--- src/rtl/comm_mode_pkg.sv ---
// Shared types and constants for the serial route-through mode controller.
package comm_mode_pkg;

    typedef enum logic [1:0] {
        ST_IDLE,
        ST_WAIT_QUIET,
        ST_SWITCH,
        ST_GUARD
    } state_t;

    localparam logic MODE_1_2 = 1'b0;
    localparam logic MODE_1_3 = 1'b1;

endpackage

--- src/rtl/comm_mode_switch_ctrl_if.sv ---
// Mode-change request handshake and status between host logic and the controller.
interface comm_mode_switch_ctrl_if;

    logic req_valid;
    logic req_mode;
    logic req_ready;
    logic busy;
    logic done;
    logic err;

    modport master (
        output req_valid,
        output req_mode,
        input  req_ready,
        input  busy,
        input  done,
        input  err
    );

    modport slave (
        input  req_valid,
        input  req_mode,
        output req_ready,
        output busy,
        output done,
        output err
    );

endinterface

--- src/rtl/sync_2ff.sv ---
// Two-flop synchronizer for an idle-high asynchronous line; resets to 1.
module sync_2ff (
    input  logic clk,
    input  logic rst_n,
    input  logic d,
    output logic q
);

    logic meta;

    always_ff @(posedge clk or negedge rst_n) begin
        if (!rst_n) begin
            meta <= 1'b1;
            q    <= 1'b1;
        end else begin
            meta <= d;
            q    <= meta;
        end
    end

endmodule

--- src/rtl/comm_mode_switch_ctrl.sv ---
// Switches the route-through select only after all rx lines have been idle for a
// full frame time, so no UART character is ever cut in half.
module comm_mode_switch_ctrl
    import comm_mode_pkg::*;
#(
    parameter int unsigned IDLE_CYCLES  = 8680,
    parameter int unsigned MAX_WAIT     = 1_000_000,
    parameter int unsigned GUARD_CYCLES = 4,
    parameter logic        INIT_MODE    = MODE_1_2,
    parameter int unsigned CNT_W        = 20
) (
    input  logic                   clk,
    input  logic                   reset_n,
    comm_mode_switch_ctrl_if.slave req,
    input  logic                   bus1_rx,
    input  logic                   bus2_rx,
    input  logic                   bus3_rx,
    output logic                   sw_mode
);

    localparam logic [CNT_W-1:0] QUIET_LAST = CNT_W'(IDLE_CYCLES - 1);
    localparam logic [CNT_W-1:0] WAIT_LAST  = CNT_W'(MAX_WAIT - 1);
    localparam logic [CNT_W-1:0] GUARD_LAST = CNT_W'(GUARD_CYCLES - 1);

    logic             rx1_s;
    logic             rx2_s;
    logic             rx3_s;
    logic             idle;
    state_t           state;
    logic             target;
    logic [CNT_W-1:0] quiet_cnt;
    logic [CNT_W-1:0] wait_cnt;
    logic             ready_r;
    logic             busy_r;
    logic             done_r;
    logic             err_r;

    sync_2ff u_sync1 (.clk(clk), .rst_n(reset_n), .d(bus1_rx), .q(rx1_s));
    sync_2ff u_sync2 (.clk(clk), .rst_n(reset_n), .d(bus2_rx), .q(rx2_s));
    sync_2ff u_sync3 (.clk(clk), .rst_n(reset_n), .d(bus3_rx), .q(rx3_s));

    assign idle = rx1_s & rx2_s & rx3_s;

    function automatic logic [CNT_W-1:0] sat_inc(input logic [CNT_W-1:0] v);
        return (v == '1) ? v : v + 1'b1;
    endfunction

    // wait_cnt doubles as the guard counter once the quiet wait is over
    always_ff @(posedge clk or negedge reset_n) begin
        if (!reset_n) begin
            state     <= ST_IDLE;
            target    <= INIT_MODE;
            sw_mode   <= INIT_MODE;
            quiet_cnt <= '0;
            wait_cnt  <= '0;
            ready_r   <= 1'b1;
            busy_r    <= 1'b0;
            done_r    <= 1'b0;
            err_r     <= 1'b0;
        end else begin
            done_r <= 1'b0;
            err_r  <= 1'b0;
            unique case (state)
                ST_IDLE: begin
                    if (req.req_valid && ready_r) begin
                        target <= req.req_mode;
                        if (req.req_mode == sw_mode) begin
                            done_r <= 1'b1;
                        end else begin
                            quiet_cnt <= '0;
                            wait_cnt  <= '0;
                            ready_r   <= 1'b0;
                            busy_r    <= 1'b1;
                            state     <= ST_WAIT_QUIET;
                        end
                    end
                end
                ST_WAIT_QUIET: begin
                    quiet_cnt <= idle ? sat_inc(quiet_cnt) : '0;
                    wait_cnt  <= sat_inc(wait_cnt);
                    if (idle && quiet_cnt == QUIET_LAST) begin
                        state <= ST_SWITCH;
                    end else if (wait_cnt == WAIT_LAST) begin
                        err_r   <= 1'b1;
                        ready_r <= 1'b1;
                        busy_r  <= 1'b0;
                        state   <= ST_IDLE;
                    end
                end
                ST_SWITCH: begin
                    sw_mode  <= target;
                    wait_cnt <= '0;
                    state    <= ST_GUARD;
                end
                ST_GUARD: begin
                    if (wait_cnt == GUARD_LAST) begin
                        done_r  <= 1'b1;
                        ready_r <= 1'b1;
                        busy_r  <= 1'b0;
                        state   <= ST_IDLE;
                    end else begin
                        wait_cnt <= sat_inc(wait_cnt);
                    end
                end
                default: state <= ST_IDLE;
            endcase
        end
    end

    assign req.req_ready = ready_r;
    assign req.busy      = busy_r;
    assign req.done      = done_r;
    assign req.err       = err_r;

endmodule

--- src/flat_wrapper.sv ---
// flat-port wrapper written by rule: the top's interface ports become plain ports
module comm_mode_switch_ctrl_flat import comm_mode_pkg::*;
#(
    parameter int unsigned IDLE_CYCLES  = 8680,
    parameter int unsigned MAX_WAIT     = 1_000_000,
    parameter int unsigned GUARD_CYCLES = 4,
    parameter logic        INIT_MODE    = MODE_1_2,
    parameter int unsigned CNT_W        = 20
)
  (clk, reset_n, bus1_rx, bus2_rx, bus3_rx, sw_mode, req_req_valid, req_req_mode, req_req_ready, req_busy, req_done, req_err);
  comm_mode_switch_ctrl_if req_i ();
  input  logic clk;
  input  logic reset_n;
  input  logic bus1_rx;
  input  logic bus2_rx;
  input  logic bus3_rx;
  output logic sw_mode;
  input wire logic [$bits(req_i.req_valid)-1:0] req_req_valid;
  input wire logic [$bits(req_i.req_mode)-1:0] req_req_mode;
  output wire logic [$bits(req_i.req_ready)-1:0] req_req_ready;
  output wire logic [$bits(req_i.busy)-1:0] req_busy;
  output wire logic [$bits(req_i.done)-1:0] req_done;
  output wire logic [$bits(req_i.err)-1:0] req_err;
  assign req_i.req_valid = req_req_valid;
  assign req_i.req_mode = req_req_mode;
  assign req_req_ready = req_i.req_ready;
  assign req_busy = req_i.busy;
  assign req_done = req_i.done;
  assign req_err = req_i.err;
  comm_mode_switch_ctrl #(.IDLE_CYCLES(IDLE_CYCLES), .MAX_WAIT(MAX_WAIT), .GUARD_CYCLES(GUARD_CYCLES), .INIT_MODE(INIT_MODE), .CNT_W(CNT_W)) u_core (.clk(clk), .reset_n(reset_n), .req(req_i), .bus1_rx(bus1_rx), .bus2_rx(bus2_rx), .bus3_rx(bus3_rx), .sw_mode(sw_mode));
endmodule
--- config.mk ---
export PLATFORM = sky130hd
export DESIGN_NAME = comm_mode_switch_ctrl_flat
export DESIGN_NICKNAME = d
export VERILOG_FILES = /design/src/rtl/comm_mode_pkg.sv /design/src/rtl/comm_mode_switch_ctrl_if.sv /design/src/rtl/sync_2ff.sv /design/src/rtl/comm_mode_switch_ctrl.sv /design/src/flat_wrapper.sv
export SDC_FILE = /design/constraint.sdc
export NUM_CORES = 1
export LEC_CHECK = 0
export CORE_MARGIN = 10
export CORE_UTILIZATION = 61
export CTS_CLUSTER_SIZE = 20
export DETAILED_ROUTE_END_ITERATION = 6
export PLACE_DENSITY = 0.8
export RECOVER_POWER = 25
export SETUP_SLACK_MARGIN = 0.05
export SLEW_MARGIN = 20
export SYNTH_ARGS = -nofsm -noshare
export SYNTH_HDL_FRONTEND = slang
export SYNTH_SLANG_ARGS = --single-unit
--- constraint.sdc ---
create_clock -name clk -period 2.8 [get_ports clk]
set_input_delay 0.42 -clock clk [delete_from_list [all_inputs] [get_ports clk]]
set_output_delay 0.42 -clock clk [all_outputs]
set_load 0.005 [all_outputs]
# [Word level (Yosys, flattened, before mapping)]
# Cells that the tools add are included.
[totals] ff_bits=54 latch_bits=0 mem_bits_rw=0 rom_bits=0 output_inout_bits=5 wordCells=79 memories=0
[op_classes] addsub=2 multipliers=0 div=0 magnitude_cmp=0 n_eq_ne=17 n_shift=0 muxes=33 bitwise=2 reduce_logical=10
[op_table] cell="two-way mux 20 bit" count=6
[op_table] cell="one-hot mux 20 bit (4 select lines)" count=1
[op_table] cell="== test 20 bit, second input constant" count=3
[op_table] cell="adder 20 x 1 -> 20 bit, second input constant" count=2
[op_table] cell="one-hot mux 20 bit (2 select lines)" count=1
[op_table] cell="== test 20 x 14 -> 1 bit, second input constant" count=1
[op_table] cell="== test 20 x 2 -> 1 bit, second input constant" count=1
[op_table] cell="two-way mux 1 bit" count=16
[op_table] cell="two-way mux 2 bit" count=5
[op_table] cell="one-hot mux 2 bit (4 select lines)" count=1
[op_table] cell="AND reduction 4 bit" count=2
[op_table] cell="!= test 2 x 1 -> 1 bit, second input constant" count=3
[op_table] cell="!= test 2 bit, second input constant" count=3
[op_table] cell="one-hot mux 1 bit (3 select lines)" count=2
[op_table] cell="AND reduction 6 bit" count=1
[op_table] cell="== test 2 bit, second input constant" count=2
[op_table] cell="!= test 3 x 1 -> 1 bit, second input constant" count=1
[op_table] cell="!= test 3 bit, second input constant" count=1
[op_table] cell="AND reduction 3 bit" count=1
[op_table] cell="nonzero test 3 bit" count=1
[op_table] cell="bitwise AND 1 bit" count=2
[op_table] cell="== test 2 x 1 -> 1 bit, second input constant" count=1
[op_table] cell="logical AND 1 bit" count=2
[op_table] cell="logical NOT 2 bit" count=1
[op_table] cell="4 further kinds" count=4

# [Logic depth before layout (Yosys ltp)]
[depth] word_depth=5 mapped_depth=8 depth_no_buf=7

# [Hierarchy]
# A second synthesis with hierarchy kept.
[hier_totals] hier_cells=339 area_unflattened_um2=3210.6
[by_module_without_submodules] mod="comm_mode_switch_ctrl" instances=1 cells_per_inst=333 area_per_inst_um2=3052.9 seq_area_each_um2=1202.4
[by_module_without_submodules] mod="sync_2ff" instances=3 cells_per_inst=2 area_per_inst_um2=52.6 seq_area_each_um2=52.6

# [Worst setup path before layout]
# No wires, ideal clock.
[synth_path] kind="register -> register" startpoint="reg u_core.quiet_cnt[0]" endpoint="reg u_core.quiet_cnt[19]" setup_time_ns=0.069 t_arrival_ns=1.937 required_ns=2.731 path_slack_ns=0.794 path_stages_with_launch=9 n_path_buf=2 period_less_slack_ns=2.006 path_cell_list="dfrtp_1 -> ha_1 -> and2_1 -> and4_1 -> clkbuf_1 -> a21o_1 -> buf_2 -> or4_1 -> nand3_1"
[synth_between] elab_chain_len=4
[synth_lines] element="start, declared" line_no="comm_mode_switch_ctrl.sv:31" source="logic [CNT_W-1:0] quiet_cnt;"
[synth_lines] element="start signal, assigned" line_no="comm_mode_switch_ctrl.sv:79" source="quiet_cnt <= idle ? sat_inc(quiet_cnt) : '0;"
[synth_lines] element="adder 20 x 1 -> 20 bit" line_no="comm_mode_switch_ctrl.sv:45" source="return (v == '1) ? v : v + 1'b1;"
[synth_lines] element="two-way mux 20 bit" line_no="comm_mode_switch_ctrl.sv:45"
[synth_lines] element="two-way mux 20 bit" line_no="comm_mode_switch_ctrl.sv:79"
[synth_lines] element="one-hot mux 20 bit (2 select lines)" line_no="comm_mode_switch_ctrl.sv:63" source="unique case (state)"
# Several ways; a longest one is shown, not always the timed one. The select of a mux whose other input is x is not followed.
# A chain may end at the register's enable or synchronous reset.

==> metrics <==
status=completed; clk_lat worst skew=between 0.3 and 0.4 ns; post-synthesis sequential area ratio=0.436; Reg power frac=0.408; Post-synth EDFFs=0; # rows=25; IO buf count=11; GRT overflow=0; Final Setup Violations=0; PostCTS Resize Cnt=0; fin crit share=0.854; Synth Cell Area=between 0.003 and 0.004 mm2; internal power=~1400 uW; DRC Markers=0; post-layout util=0.706; CORE AREA=0.00485 mm2; min-delay worst type=in -> async; combinational power share=0.343; ys async rst share=1.00; setup_tns=0 ns; worst-case reg-to-reg path depth=7; clock buffer depth=2; drt pass-1 iters=5; CP required=about 3.0 ns; most common cell after layout, fill and taps aside=dfrtp_1; largest net degree at the start of global routing=35; CP endpoint=u_core.quiet_cnt[17]$_DFFE_PN0P_; WL final=between 7000 and 8000 um; initial antenna violation count=0; routed via count=~2.9k; clk sinks=54; Inserted Clock Buffers=5; Syn Area/Cell=between 9 and 10 um2; Final nets=about 370; post-synth net total=roughly 360; Post-synth top flop=dfrtp_1; crit path DAT=roughly 2.6 ns; Fmax achieved=approximately 420 MHz; Slew @ Worst Pin=approximately 1.1 ns; global-route wire length before repair=roughly 13,000 um; fin. max-slew vios=0; CTS H-Tree Depth=2; CTS clk-pin slew, worst paths=about 0.1 ns; Max Cap Viol=0; antenna-violating nets left=0; critical path peak fanout=14; Clock power frac=0.249; critical path launch point type=flip-flop; static leakage=between 0.001 and 0.0015 uW; Starting Density=0.643; most frequent cells in the layout=dfrtp_1 (47), nand2_1 (27), nand3_1 (23); WHS=roughly 0.26 ns; Synth Instances=about 340; Crit Path Class=reg -> reg; CP Cell Sequence=inv_1 -> ha_1 -> nand3_1 -> o22a_1 -> nor4_1 -> nand3_1 -> mux2i_1; Total GRT Usage=0.186; fillers=slightly below 400; Min Clock Period, post-route=approximately 2.4 ns; Switching Power=around 800 uW; Largest regs=u_core.quiet_cnt: 20 flops, u_core.wait_cnt: 20 flops; die area=~0.0084 mm2; P per Cell Area=around 640 mW/mm2; crit-path leading delay family=simple AND/OR/NAND/NOR gates; Slew headroom=0.278; Die Ht=between 90 and 100 um; yosys warns=0; Layout Skew=~0.018 ns; number of unique standard cell types used by synthesis=50; die width=91.5 um; number of antenna diodes=0; CTS tree=built; area of the multi-input gates=approximately 0.0016 mm2; Post CTS Setup Buffer Count=0; Worst setup EP type=flip-flop; CP peak stage delay=~0.55 ns; slowest library cell on the worst path=nor4_1; reg-to-reg critical path endpoint=u_core.quiet_cnt[17]$_DFFE_PN0P_; Switching Share=0.364; gpl congestion=0.910; Synth Register Bits=54; vias per cell=6.80; Design Area, Final=roughly 0.0034 mm2; vias in the first global route=2,602; hpwl dp=roughly 5400 um; total power draw=2200 uW; Hold Vio Cnt, Final=0; IO Pins=12; unrepaired setup endpoints after global routing=false; P&R area growth vs syn=9.71%; WP buf/inv=1; WL/cell=18.2 um; storage element area=0.00136 mm2; VDD IR-drop max=502 uV; cell count along the critical path=7; Post-CTS Hold Fix Bufs=0; layout cells sized above 1=0.107; FF-to-FF setup slack=just over 0.4 ns; Root Driver=clkbuf_8; initial DRC count=about 420; placed cell areas=0.00331 mm2; cell mode on critical path=nand3_1
[cell usage after synthesis (4+ instances only)]
master	instances	area [um2]
nand4_1	11	68.8
nor2_1	17	63.8
a31oi_1	14	87.6
or4_1	8	60.1
nor3_1	10	50.1
inv_1	17	63.8
o311ai_0	5	43.8
or2_2	6	37.5
or3_1	5	31.3
o21ai_0	21	105
nor4_1	8	50.1
o21a_1	4	30.0
ha_1	6	75.1
o41ai_1	5	43.8
a21o_1	4	30.0
o2111ai_1	4	35.0
o211ai_1	4	30.0
a21oi_1	16	80.1
dfrtp_1	47	1180
clkbuf_1	13	48.8
and3_1	10	62.6
nand3_1	23	115
a41oi_1	9	78.8
nand2_1	27	101
dfstp_2	7	184
[per-stage QoR]
stage / cells / worst slack [ns]
after floorplan: 344 / 0.794
after global placement: 415 / 0.418
after detailed placement: 415 / 0.390
after CTS: 423 / 0.451
after global routing: 423 / 0.244
final: 423 / 0.408
[worst register-to-register path: stages (launching register included)]
cell	delay (ns)
dfrtp_1	0.42
inv_1	0.15
ha_1	0.27
nand3_1	0.17
o22a_1	0.42
nor4_1	0.55
nand3_1	0.17
mux2i_1	0.14
[cell families after synthesis]
kind of cell	after synthesis	synth area share
simple gates	138	0.241
compound gates	108	0.239
flops	54	0.436
buf+inv	32	0.0393
fa+ha+maj	6	0.0241
mux	5	0.0168
xor+xnor	1	0.00281
[power by group through the flow]
stage	combinational, uW	sequential [uW]	clock (uW)
2_1_floorplan	512	903	0
3_3_place_gp	721	911	0
3_5_place_dp	742	914	0
4_1_cts	746	899	554
5_1_grt	845	910	591
6_report	756	899	548
[per-layer routing]
layer / routed length (um) / GRT usage / vias up / share of wire
li1: - / - / 1358 / -
met1: 3770 / 0.279 / 1389 / 0.49
met2: 3230 / 0.258 / 119 / 0.42
met3: 585 / 0.0403 / 10 / 0.076
met4: 91 / 0.0522 / 0 / 0.012
met5: 0 / 0 / - / 0
[final cells by class]
type | instances | area share
Inverter | 17 | 0.0186
Timing Repair Buffer | 19 | 0.0472
Multi-Input combinational cell | 258 | 0.478
Tap cell | 67 | 0.0245
Clock buffer | 7 | 0.0252
Sequential cell | 54 | 0.397
Clock inverter | 1 | 0.00878
[worst min-delay path by stage]
stage | start | endpoint | slack, ns | cells after the start
after floorplan | reset_n | asynchronous set/reset pin | 0.12 | 0
after global placement | u_core.u_sync2.meta$_DFF_PN1_ | u_core.u_sync2.q$_DFF_PN1_ | 0.35 | 0
after detailed placement | u_core.u_sync2.meta$_DFF_PN1_ | u_core.u_sync2.q$_DFF_PN1_ | 0.35 | 0
after CTS | reset_n | u_core.quiet_cnt[18]$_DFFE_PN0P_ | 0.04 | 1
after global routing | reset_n | u_core.quiet_cnt[18]$_DFFE_PN0P_ | 0.35 | 1
final | reset_n | u_core.quiet_cnt[18]$_DFFE_PN0P_ | 0.26 | 1
Power figures use the tool's default switching activity.
